===== config.mk =====
export PLATFORM = sky130hd
export DESIGN_NAME = board_renderer_flat
export DESIGN_NICKNAME = d
export VERILOG_FILES = /design/src/rtl/board_pkg.sv /design/src/rtl/board_renderer_if.sv /design/src/rtl/board_tracker.sv /design/src/rtl/board_renderer.sv /design/src/flat_wrapper.sv
export SDC_FILE = /design/constraint.sdc
export NUM_CORES = 2
export LEC_CHECK = 0
export CORE_UTILIZATION = 70
export CTS_BUF_LIST = sky130_fd_sc_hd__clkbuf_4 sky130_fd_sc_hd__clkbuf_8
export CTS_CLUSTER_DIAMETER = 40
export DETAILED_ROUTE_END_ITERATION = 8
export HOLD_SLACK_MARGIN = 0.05
export PLACE_DENSITY = 0.94
export SETUP_SLACK_MARGIN = 0.1
export SYNTH_ARGS = -nofsm -noshare
export SYNTH_HDL_FRONTEND = slang
export SYNTH_SLANG_ARGS = --single-unit

===== constraint.sdc =====
create_clock -name clk -period 7.05 [get_ports clk]
set_input_delay 1.41 -clock clk [delete_from_list [all_inputs] [get_ports clk]]
set_output_delay 1.41 -clock clk [all_outputs]
set_load 0.05 [all_outputs]

===== src/rtl/board_pkg.sv =====
// Shared types and colour constants for the board renderer.
package board_pkg;
  typedef enum logic [2:0] {BG, BORDER, GRID, CELL, BLANK} region_e;

  localparam logic [11:0] WHITE = 12'hFFF;
  localparam logic [11:0] BLACK = 12'h000;

  // Index 0 is the empty-field colour, 1-7 are the piece colours.
  localparam logic [7:0][11:0] PALETTE = {
    12'hF00, 12'hA0F, 12'h0F0, 12'hAA0, 12'hF80, 12'h00F, 12'h0FF, 12'hFF0
  };

  function automatic logic [11:0] pal_rgb(input logic [2:0] idx);
    return PALETTE[idx];
  endfunction
endpackage


===== src/rtl/board_renderer_if.sv =====
// Video-timing, board-write and pixel-out signals between game/timing logic and the renderer.
interface board_renderer_if #(
  parameter int COLS = 10,
  parameter int ROWS = 20
);
  localparam int CW = $clog2(COLS);
  localparam int RW = $clog2(ROWS);

  logic            pix_en;
  logic [9:0]      counter_x;
  logic [9:0]      counter_y;
  logic            video_on;
  logic            frame_start;
  logic            wr_en;
  logic [CW-1:0]   wr_col;
  logic [RW-1:0]   wr_row;
  logic [2:0]      wr_data;
  logic            commit;
  logic [ROWS-1:0] flash_mask;
  logic            commit_pending;
  logic [3:0]      r_red;
  logic [3:0]      r_green;
  logic [3:0]      r_blue;

  modport master (
    output pix_en, counter_x, counter_y, video_on, frame_start,
    output wr_en, wr_col, wr_row, wr_data, commit, flash_mask,
    input  commit_pending, r_red, r_green, r_blue
  );
  modport slave (
    input  pix_en, counter_x, counter_y, video_on, frame_start,
    input  wr_en, wr_col, wr_row, wr_data, commit, flash_mask,
    output commit_pending, r_red, r_green, r_blue
  );
endinterface


===== src/rtl/board_tracker.sv =====
// Per-axis cell index + sub-pixel counter; replaces a divide by the cell size.
module board_tracker #(
  parameter int CELL = 20,
  parameter int IW   = 4,
  parameter int SW   = 5
) (
  input  logic          clk,
  input  logic          rst_n,
  input  logic          i_load,
  input  logic          i_adv,
  output logic [IW-1:0] o_idx,
  output logic [SW-1:0] o_sub
);
  logic [IW-1:0] r_idx;
  logic [SW-1:0] r_sub;

  always_ff @(posedge clk or negedge rst_n) begin
    if (!rst_n) begin
      r_idx <= '0;
      r_sub <= '0;
    end else if (i_load) begin
      r_idx <= '0;
      r_sub <= '0;
    end else if (i_adv) begin
      if (r_sub == SW'(CELL - 1)) begin
        r_sub <= '0;
        r_idx <= r_idx + 1'b1;
      end else begin
        r_sub <= r_sub + 1'b1;
      end
    end
  end

  assign o_idx = r_idx;
  assign o_sub = r_sub;
endmodule


===== src/rtl/board_renderer.sv =====
// Tetris board renderer: shadow/active boards, cell trackers, 2-stage pixel pipeline, row flash.
module board_renderer
  import board_pkg::*;
#(
  parameter int COLS         = 10,
  parameter int ROWS         = 20,
  parameter int CELL_W       = 20,
  parameter int CELL_H       = 20,
  parameter int H_ORIGIN     = 220,
  parameter int V_ORIGIN     = 40,
  parameter int BORDER_W     = 4,
  parameter int LINE_W       = 1,
  parameter int FLASH_FRAMES = 8
) (
  input  logic            clk,
  input  logic            rst_n,
  board_renderer_if.slave bus
);
  localparam int CW  = $clog2(COLS);
  localparam int RW  = $clog2(ROWS);
  localparam int SXW = $clog2(CELL_W + 1);
  localparam int SYW = $clog2(CELL_H + 1);
  localparam int FW  = $clog2(FLASH_FRAMES + 1);
  localparam int BX1 = H_ORIGIN + COLS * CELL_W;
  localparam int BY1 = V_ORIGIN + ROWS * CELL_H;

  int              w_x, w_y;
  logic [CW-1:0]   w_col;
  logic [RW-1:0]   w_row;
  logic [SXW-1:0]  w_sx;
  logic [SYW-1:0]  w_sy;
  logic            w_in_board, w_in_frame, w_grid, w_flash, w_copy;
  logic [2:0]      w_pidx;
  region_e         w_reg;
  logic [11:0]     w_rgb;

  logic [2:0]      r_shadow [ROWS][COLS];
  logic [2:0]      r_active [ROWS][COLS];
  logic            r_pending;
  logic [FW-1:0]   r_fcnt;
  logic            r_phase;
  region_e         r_s1_reg;
  logic [2:0]      r_s1_pidx;
  logic            r_s1_flash;
  logic [11:0]     r_rgb;

  assign w_x = int'(bus.counter_x);
  assign w_y = int'(bus.counter_y);

  // Column stops advancing on the last board pixel so the index never exceeds COLS-1.
  board_tracker #(.CELL(CELL_W), .IW(CW), .SW(SXW)) u_trk_x (
    .clk    (clk),
    .rst_n  (rst_n),
    .i_load (bus.pix_en && w_x == H_ORIGIN - 1),
    .i_adv  (bus.pix_en && w_x >= H_ORIGIN && w_x < BX1 - 1),
    .o_idx  (w_col),
    .o_sub  (w_sx)
  );

  board_tracker #(.CELL(CELL_H), .IW(RW), .SW(SYW)) u_trk_y (
    .clk    (clk),
    .rst_n  (rst_n),
    .i_load (bus.pix_en && w_x == 0 && w_y == V_ORIGIN),
    .i_adv  (bus.pix_en && w_x == 0 && w_y > V_ORIGIN && w_y < BY1),
    .o_idx  (w_row),
    .o_sub  (w_sy)
  );

  assign w_copy = bus.frame_start && (r_pending || bus.commit);

  always_ff @(posedge clk or negedge rst_n) begin
    if (!rst_n) begin
      for (int r = 0; r < ROWS; r++)
        for (int c = 0; c < COLS; c++) r_shadow[r][c] <= '0;
    end else if (bus.wr_en && 32'(bus.wr_col) < COLS && 32'(bus.wr_row) < ROWS) begin
      r_shadow[bus.wr_row][bus.wr_col] <= bus.wr_data;
    end
  end

  // Copy samples the shadow before any same-cycle write lands.
  always_ff @(posedge clk or negedge rst_n) begin
    if (!rst_n) begin
      for (int r = 0; r < ROWS; r++)
        for (int c = 0; c < COLS; c++) r_active[r][c] <= '0;
    end else if (w_copy) begin
      r_active <= r_shadow;
    end
  end

  always_ff @(posedge clk or negedge rst_n) begin
    if (!rst_n)          r_pending <= 1'b0;
    else if (w_copy)     r_pending <= 1'b0;
    else if (bus.commit) r_pending <= 1'b1;
  end

  always_ff @(posedge clk or negedge rst_n) begin
    if (!rst_n) begin
      r_fcnt  <= '0;
      r_phase <= 1'b0;
    end else if (bus.pix_en) begin
      if (bus.flash_mask == '0) begin
        r_fcnt  <= '0;
        r_phase <= 1'b0;
      end else if (bus.frame_start) begin
        if (r_fcnt == FW'(FLASH_FRAMES - 1)) begin
          r_fcnt  <= '0;
          r_phase <= ~r_phase;
        end else begin
          r_fcnt <= r_fcnt + 1'b1;
        end
      end
    end
  end

  assign w_in_board = w_x >= H_ORIGIN && w_x < BX1 && w_y >= V_ORIGIN && w_y < BY1;
  assign w_in_frame = w_x >= H_ORIGIN - BORDER_W && w_x < BX1 + BORDER_W &&
                      w_y >= V_ORIGIN - BORDER_W && w_y < BY1 + BORDER_W;
  assign w_grid     = int'(w_sx) >= CELL_W - LINE_W || int'(w_sy) >= CELL_H - LINE_W;
  assign w_pidx     = w_in_board ? r_active[w_row][w_col] : 3'd0;
  assign w_flash    = w_in_board && bus.flash_mask[w_row] && r_phase;

  always_comb begin
    w_reg = BG;
    if (!bus.video_on)   w_reg = BLANK;
    else if (w_in_board) w_reg = w_grid ? GRID : CELL;
    else if (w_in_frame) w_reg = BORDER;
  end

  always_comb begin
    w_rgb = BLACK;
    case (r_s1_reg)
      BG:      w_rgb = WHITE;
      CELL:    w_rgb = pal_rgb(r_s1_pidx) ^ {12{r_s1_flash}};
      default: w_rgb = BLACK;
    endcase
  end

  always_ff @(posedge clk or negedge rst_n) begin
    if (!rst_n) begin
      r_s1_reg   <= BLANK;
      r_s1_pidx  <= '0;
      r_s1_flash <= 1'b0;
      r_rgb      <= BLACK;
    end else if (bus.pix_en) begin
      r_s1_reg   <= w_reg;
      r_s1_pidx  <= w_pidx;
      r_s1_flash <= w_flash;
      r_rgb      <= w_rgb;
    end
  end

  assign bus.commit_pending = r_pending;
  assign bus.r_red          = r_rgb[11:8];
  assign bus.r_green        = r_rgb[7:4];
  assign bus.r_blue         = r_rgb[3:0];
endmodule


===== src/flat_wrapper.sv =====
// flat-port wrapper written by rule: the top's interface ports become plain ports
module board_renderer_flat import board_pkg::*;
#(
  parameter int COLS         = 10,
  parameter int ROWS         = 20,
  parameter int CELL_W       = 20,
  parameter int CELL_H       = 20,
  parameter int H_ORIGIN     = 220,
  parameter int V_ORIGIN     = 40,
  parameter int BORDER_W     = 4,
  parameter int LINE_W       = 1,
  parameter int FLASH_FRAMES = 8
)
  (clk, rst_n, bus_pix_en, bus_counter_x, bus_counter_y, bus_video_on, bus_frame_start, bus_wr_en, bus_wr_col, bus_wr_row, bus_wr_data, bus_commit, bus_flash_mask, bus_commit_pending, bus_r_red, bus_r_green, bus_r_blue);
  board_renderer_if #(.COLS(COLS), .ROWS(ROWS)) bus_i ();
  input  logic clk;
  input  logic rst_n;
  input wire logic [$bits(bus_i.pix_en)-1:0] bus_pix_en;
  input wire logic [$bits(bus_i.counter_x)-1:0] bus_counter_x;
  input wire logic [$bits(bus_i.counter_y)-1:0] bus_counter_y;
  input wire logic [$bits(bus_i.video_on)-1:0] bus_video_on;
  input wire logic [$bits(bus_i.frame_start)-1:0] bus_frame_start;
  input wire logic [$bits(bus_i.wr_en)-1:0] bus_wr_en;
  input wire logic [$bits(bus_i.wr_col)-1:0] bus_wr_col;
  input wire logic [$bits(bus_i.wr_row)-1:0] bus_wr_row;
  input wire logic [$bits(bus_i.wr_data)-1:0] bus_wr_data;
  input wire logic [$bits(bus_i.commit)-1:0] bus_commit;
  input wire logic [$bits(bus_i.flash_mask)-1:0] bus_flash_mask;
  output wire logic [$bits(bus_i.commit_pending)-1:0] bus_commit_pending;
  output wire logic [$bits(bus_i.r_red)-1:0] bus_r_red;
  output wire logic [$bits(bus_i.r_green)-1:0] bus_r_green;
  output wire logic [$bits(bus_i.r_blue)-1:0] bus_r_blue;
  assign bus_i.pix_en = bus_pix_en;
  assign bus_i.counter_x = bus_counter_x;
  assign bus_i.counter_y = bus_counter_y;
  assign bus_i.video_on = bus_video_on;
  assign bus_i.frame_start = bus_frame_start;
  assign bus_i.wr_en = bus_wr_en;
  assign bus_i.wr_col = bus_wr_col;
  assign bus_i.wr_row = bus_wr_row;
  assign bus_i.wr_data = bus_wr_data;
  assign bus_i.commit = bus_commit;
  assign bus_i.flash_mask = bus_flash_mask;
  assign bus_commit_pending = bus_i.commit_pending;
  assign bus_r_red = bus_i.r_red;
  assign bus_r_green = bus_i.r_green;
  assign bus_r_blue = bus_i.r_blue;
  board_renderer #(.COLS(COLS), .ROWS(ROWS), .CELL_W(CELL_W), .CELL_H(CELL_H), .H_ORIGIN(H_ORIGIN), .V_ORIGIN(V_ORIGIN), .BORDER_W(BORDER_W), .LINE_W(LINE_W), .FLASH_FRAMES(FLASH_FRAMES)) u_core (.clk(clk), .rst_n(rst_n), .bus(bus_i));
endmodule

==> flow_summary.toml <==
[timing]
finalHoldViolations = 0
max_clock_freq_mhz = 236.4
rsz0062_at_grt = "no"
fin_crit_ns = 4.230
hold-worst-slack_ns = 0.4901
setup_violations = 0
finalClockSkew_ns = 0.03741
fin_setup_tns_ns = 0
slew_violations = 0
setup_slack_ns = 2.820
layout_worst_path_cycle_share = 0.6000
timing.max_slew.rel_slack = 0.05404
slew_worst_pin_ns = 1.416

[power_and_ir_drop]
p_comb_frac = 0.056
p_sw_w = 0.003429
power.leakage_nw = 28.50
internal-power_w = 0.01118
clockPowerShare = 0.437
seq_power_share = 0.507
max-vdd-ir-drop_mv = 0.1853
power_density_nw_per_um2 = 250.1
power.switching_fraction = 0.2348
design_power_total_w = 0.01460

[logic_synthesis]
ys_seq_area_frac = 0.5855
synth-seq-cells = 1238
ys.warnings.count = 0
synthMostInstantiatedCell = "sky130_fd_sc_hd__dfrtp_1"
synth_area_leaders = "sky130_fd_sc_hd__dfrtp_1 58%, sky130_fd_sc_hd__mux2_2 26%, sky130_fd_sc_hd__mux4_2 6.5%, sky130_fd_sc_hd__nor2_1 1.4%, sky130_fd_sc_hd__clkbuf_1 1.3%"
post_synth_num_cell_types = 68
most_numerous_cell_types_in_the_synthesized_netlist = "1237 x sky130_fd_sc_hd__dfrtp_1, 1207 x sky130_fd_sc_hd__mux2_2, 204 x sky130_fd_sc_hd__nor2_1"
yosys_most_used_dff = "sky130_fd_sc_hd__dfrtp_1"
mappedNetlistNets = 3599
post-synth-top-area-cell = "sky130_fd_sc_hd__dfrtp_1"
synth_enable_flop_cells = 0
netlist_instances = 3530
synth_top_area_share = 0.5850
post_synth_instance_area_um2 = 52910
synth-async-reset-ratio = 1.000
post_synth.cell_area_avg_um2 = 14.99

[global_route]
grt_antenna_before_repair = 5
grt_first_pass_wirelength_mm = 206.0
number_of_global_route_vias_before_repair = 34850
grt_max_degree = 177
globalRoute.totalOverflow = 0
global_route.usage.total = 0.3527

[cts]
cts_hold_buf = 0
cts-htree-levels = 4
postCtsSetupRepairBufs = 0
cts_sinks = 1238
cts_max_path_buffers = 3
tritoncts_clock_tree = "yes"
clk-insertion-delay-late_ns = 0.84
clk_transition_reported_paths_ns = 0.07
numCtsBuffers = 187
cts-root-buf = "sky130_fd_sc_hd__clkbuf_8"
cts_repair_resize_count = 0

[routing]
route.detailed.vias_per_inst = 6.772
wire_per_inst_um = 27.74
route.detailed.drc = 0
postRouteAntennaNets = 0
postRouteWirelength_mm = 130.8
initialDrtViolationCount = 3266
firstDrtPassIters = 5
via_count = 31940

[critical_path]
worst_path_dominant_cell_family = "simple AND/OR/NAND/NOR gates"
timing.critical_path.mode_cell = "sky130_fd_sc_hd__nor2_1"
crit-reg2reg-launch = "u_core.u_trk_x.o_idx[0]"
ff2ff_path_depth = 8
worst_setup_path_endpoint = "u_core.r_shadow[489]"
start_kind = "primary input"
regToRegSetupSlack_ns = 3.17
crit_buf_inv = 1
timing.critical_path.slowest_cell_delay_ns = 0.89
crit_path_max_fanout = 20
signal_arrival_time_at_the_worst_endpoint_ns = 4.94
path_class = "primary input to flop"
critical-path-slowest-cell = "sky130_fd_sc_hd__nand2_1"
timing.critical_path.depth = 7
worst_ep_required_time_ns = 7.76
crit_path_cell_trace = "clkdlybuf4s50_1 -> o21ai_1 -> nand3_1 -> nor2_1 -> nand2_1 -> nor2_1 -> mux2_2"
cp-startpoint = "bus_wr_row[2]"
setup.worst_path.end_class = "flop"
worst_reg2reg_endpoint = "u_core.r_s1_pidx[2]"

[placed_design]
globalplace.congestion = 0.9294
placement.io_buffers = 71
detailedPlace.worstSlack_ns = 2.346
place_hpwl_mm = 74.43

[die]
die_y_um = 276.9
num_rows = 100
floorplan.core_area_um2 = 74570
chipWidth_um = 276.9
floorplan.die_area_um2 = 76700
initial_core_util = 0.7096
boundaryPins = 72

[hold_path]
min_path_type = "flop to flop"

[outcome]
status = "completed"

[finish]
post_route_cells_drive_above_1_share = 0.4696
finish.net_count = 3666
reg.largest.list = "u_core.r_active: 600 flops, u_core.r_shadow: 600 flops, u_core.r_rgb: 6 flops"
synthesis_to_finish_area_growth_pct = 10.38

[run]
maxCapViolations = 0
-- final cells by class --
cell class | count | area, um^2
antenna | 1 | 2.502
clock buffer | 309 | 3846
clock inverter | 29 | 274.0
fill | 3546 | 16170
inverter | 11 | 41.29
multi-input combinational | 2049 | 20870
sequential | 1238 | 30990
tap | 969 | 1212
timing repair buffer | 110 | 1167
-- kinds of logic (layout without fill, tap and decap cells) --
logic type,after synthesis,after routing,share of synthesized area
flops,1238,1238,0.5855
fa+ha+maj,10,10,0.002365
mux,1402,1402,0.3309
other cells,0,1,0
simple gates,469,469,0.03946
compound gates,158,158,0.01965
xor+xnor,10,10,0.001655
buf+inv,243,459,0.02052
-- cells in the final DEF (no fill, tap or decap), drive strengths merged, types with 15 or more instances in the layout --
master	Yosys	routed
a21oi	34	34
buf	51	43
clkbuf	181	309
clkdlybuf4s50	0	67
clkinv	0	18
dfrtp	1237	1237
inv	11	15
mux2	1207	1207
mux2i	39	39
mux4	156	156
nand2	128	128
nand3	23	23
nor2	204	204
nor2b	18	18
nor3	22	22
o21ai	47	47
-- worst reg2reg max path, stage by stage, from the launching register on --
cell and delay [ns]:
sky130_fd_sc_hd__dfrtp_4 0.71, sky130_fd_sc_hd__buf_12 0.47, sky130_fd_sc_hd__nor2b_1 0.76, sky130_fd_sc_hd__a22oi_1 0.30, sky130_fd_sc_hd__nand2_1 0.14, sky130_fd_sc_hd__nor3_1 0.07
sky130_fd_sc_hd__nor4b_1 1.05, sky130_fd_sc_hd__o32ai_1 0.16, sky130_fd_sc_hd__o21ai_1 0.15
-- how the worst min path moves through the flow --
stage | startpoint | to | depth (start not counted)
floorplan | u_core.r_phase | u_core.r_phase | 1
global placement | u_core.r_rgb[5] | u_core.r_rgb[5] | 1
detailed placement | u_core.r_active[343] | u_core.r_active[343] | 1
CTS | u_core.r_shadow[221] | u_core.r_active[221] | 1
global route | u_core.r_active[36] | u_core.r_active[36] | 1
finish | u_core.r_shadow[198] | u_core.r_active[198] | 1
-- power groups by stage --
stage / Clock [W] / Combinational, W / Sequential, W
after global placement: 0 / 0.000781 / 0.00750
after detailed placement: 0 / 0.000805 / 0.00752
after floorplan: 0 / 0.000461 / 0.00749
final: 0.00638 / 0.000821 / 0.00740
after global routing: 0.00675 / 0.000881 / 0.00741
after CTS: 0.00641 / 0.000820 / 0.00739
-- metal layers --
metal | track usage | routed length, um
met1 | 0.4545 | 49570
met2 | 0.5660 | 64300
met3 | 0.08648 | 10310
met4 | 0.1756 | 6587
met5 | 0 | 46
-- metrics by stage --
stage                       util  std cells  area (um^2)
after global routing      0.7832       4716        58410
final                     0.7832       4716        58410
after global placement    0.7279       4377        54280
after detailed placement  0.7279       4377        54280
after CTS                 0.7832       4715        58400
after floorplan                -       3530        52910
No activity file was read; power rests on OpenSTA's default activity.
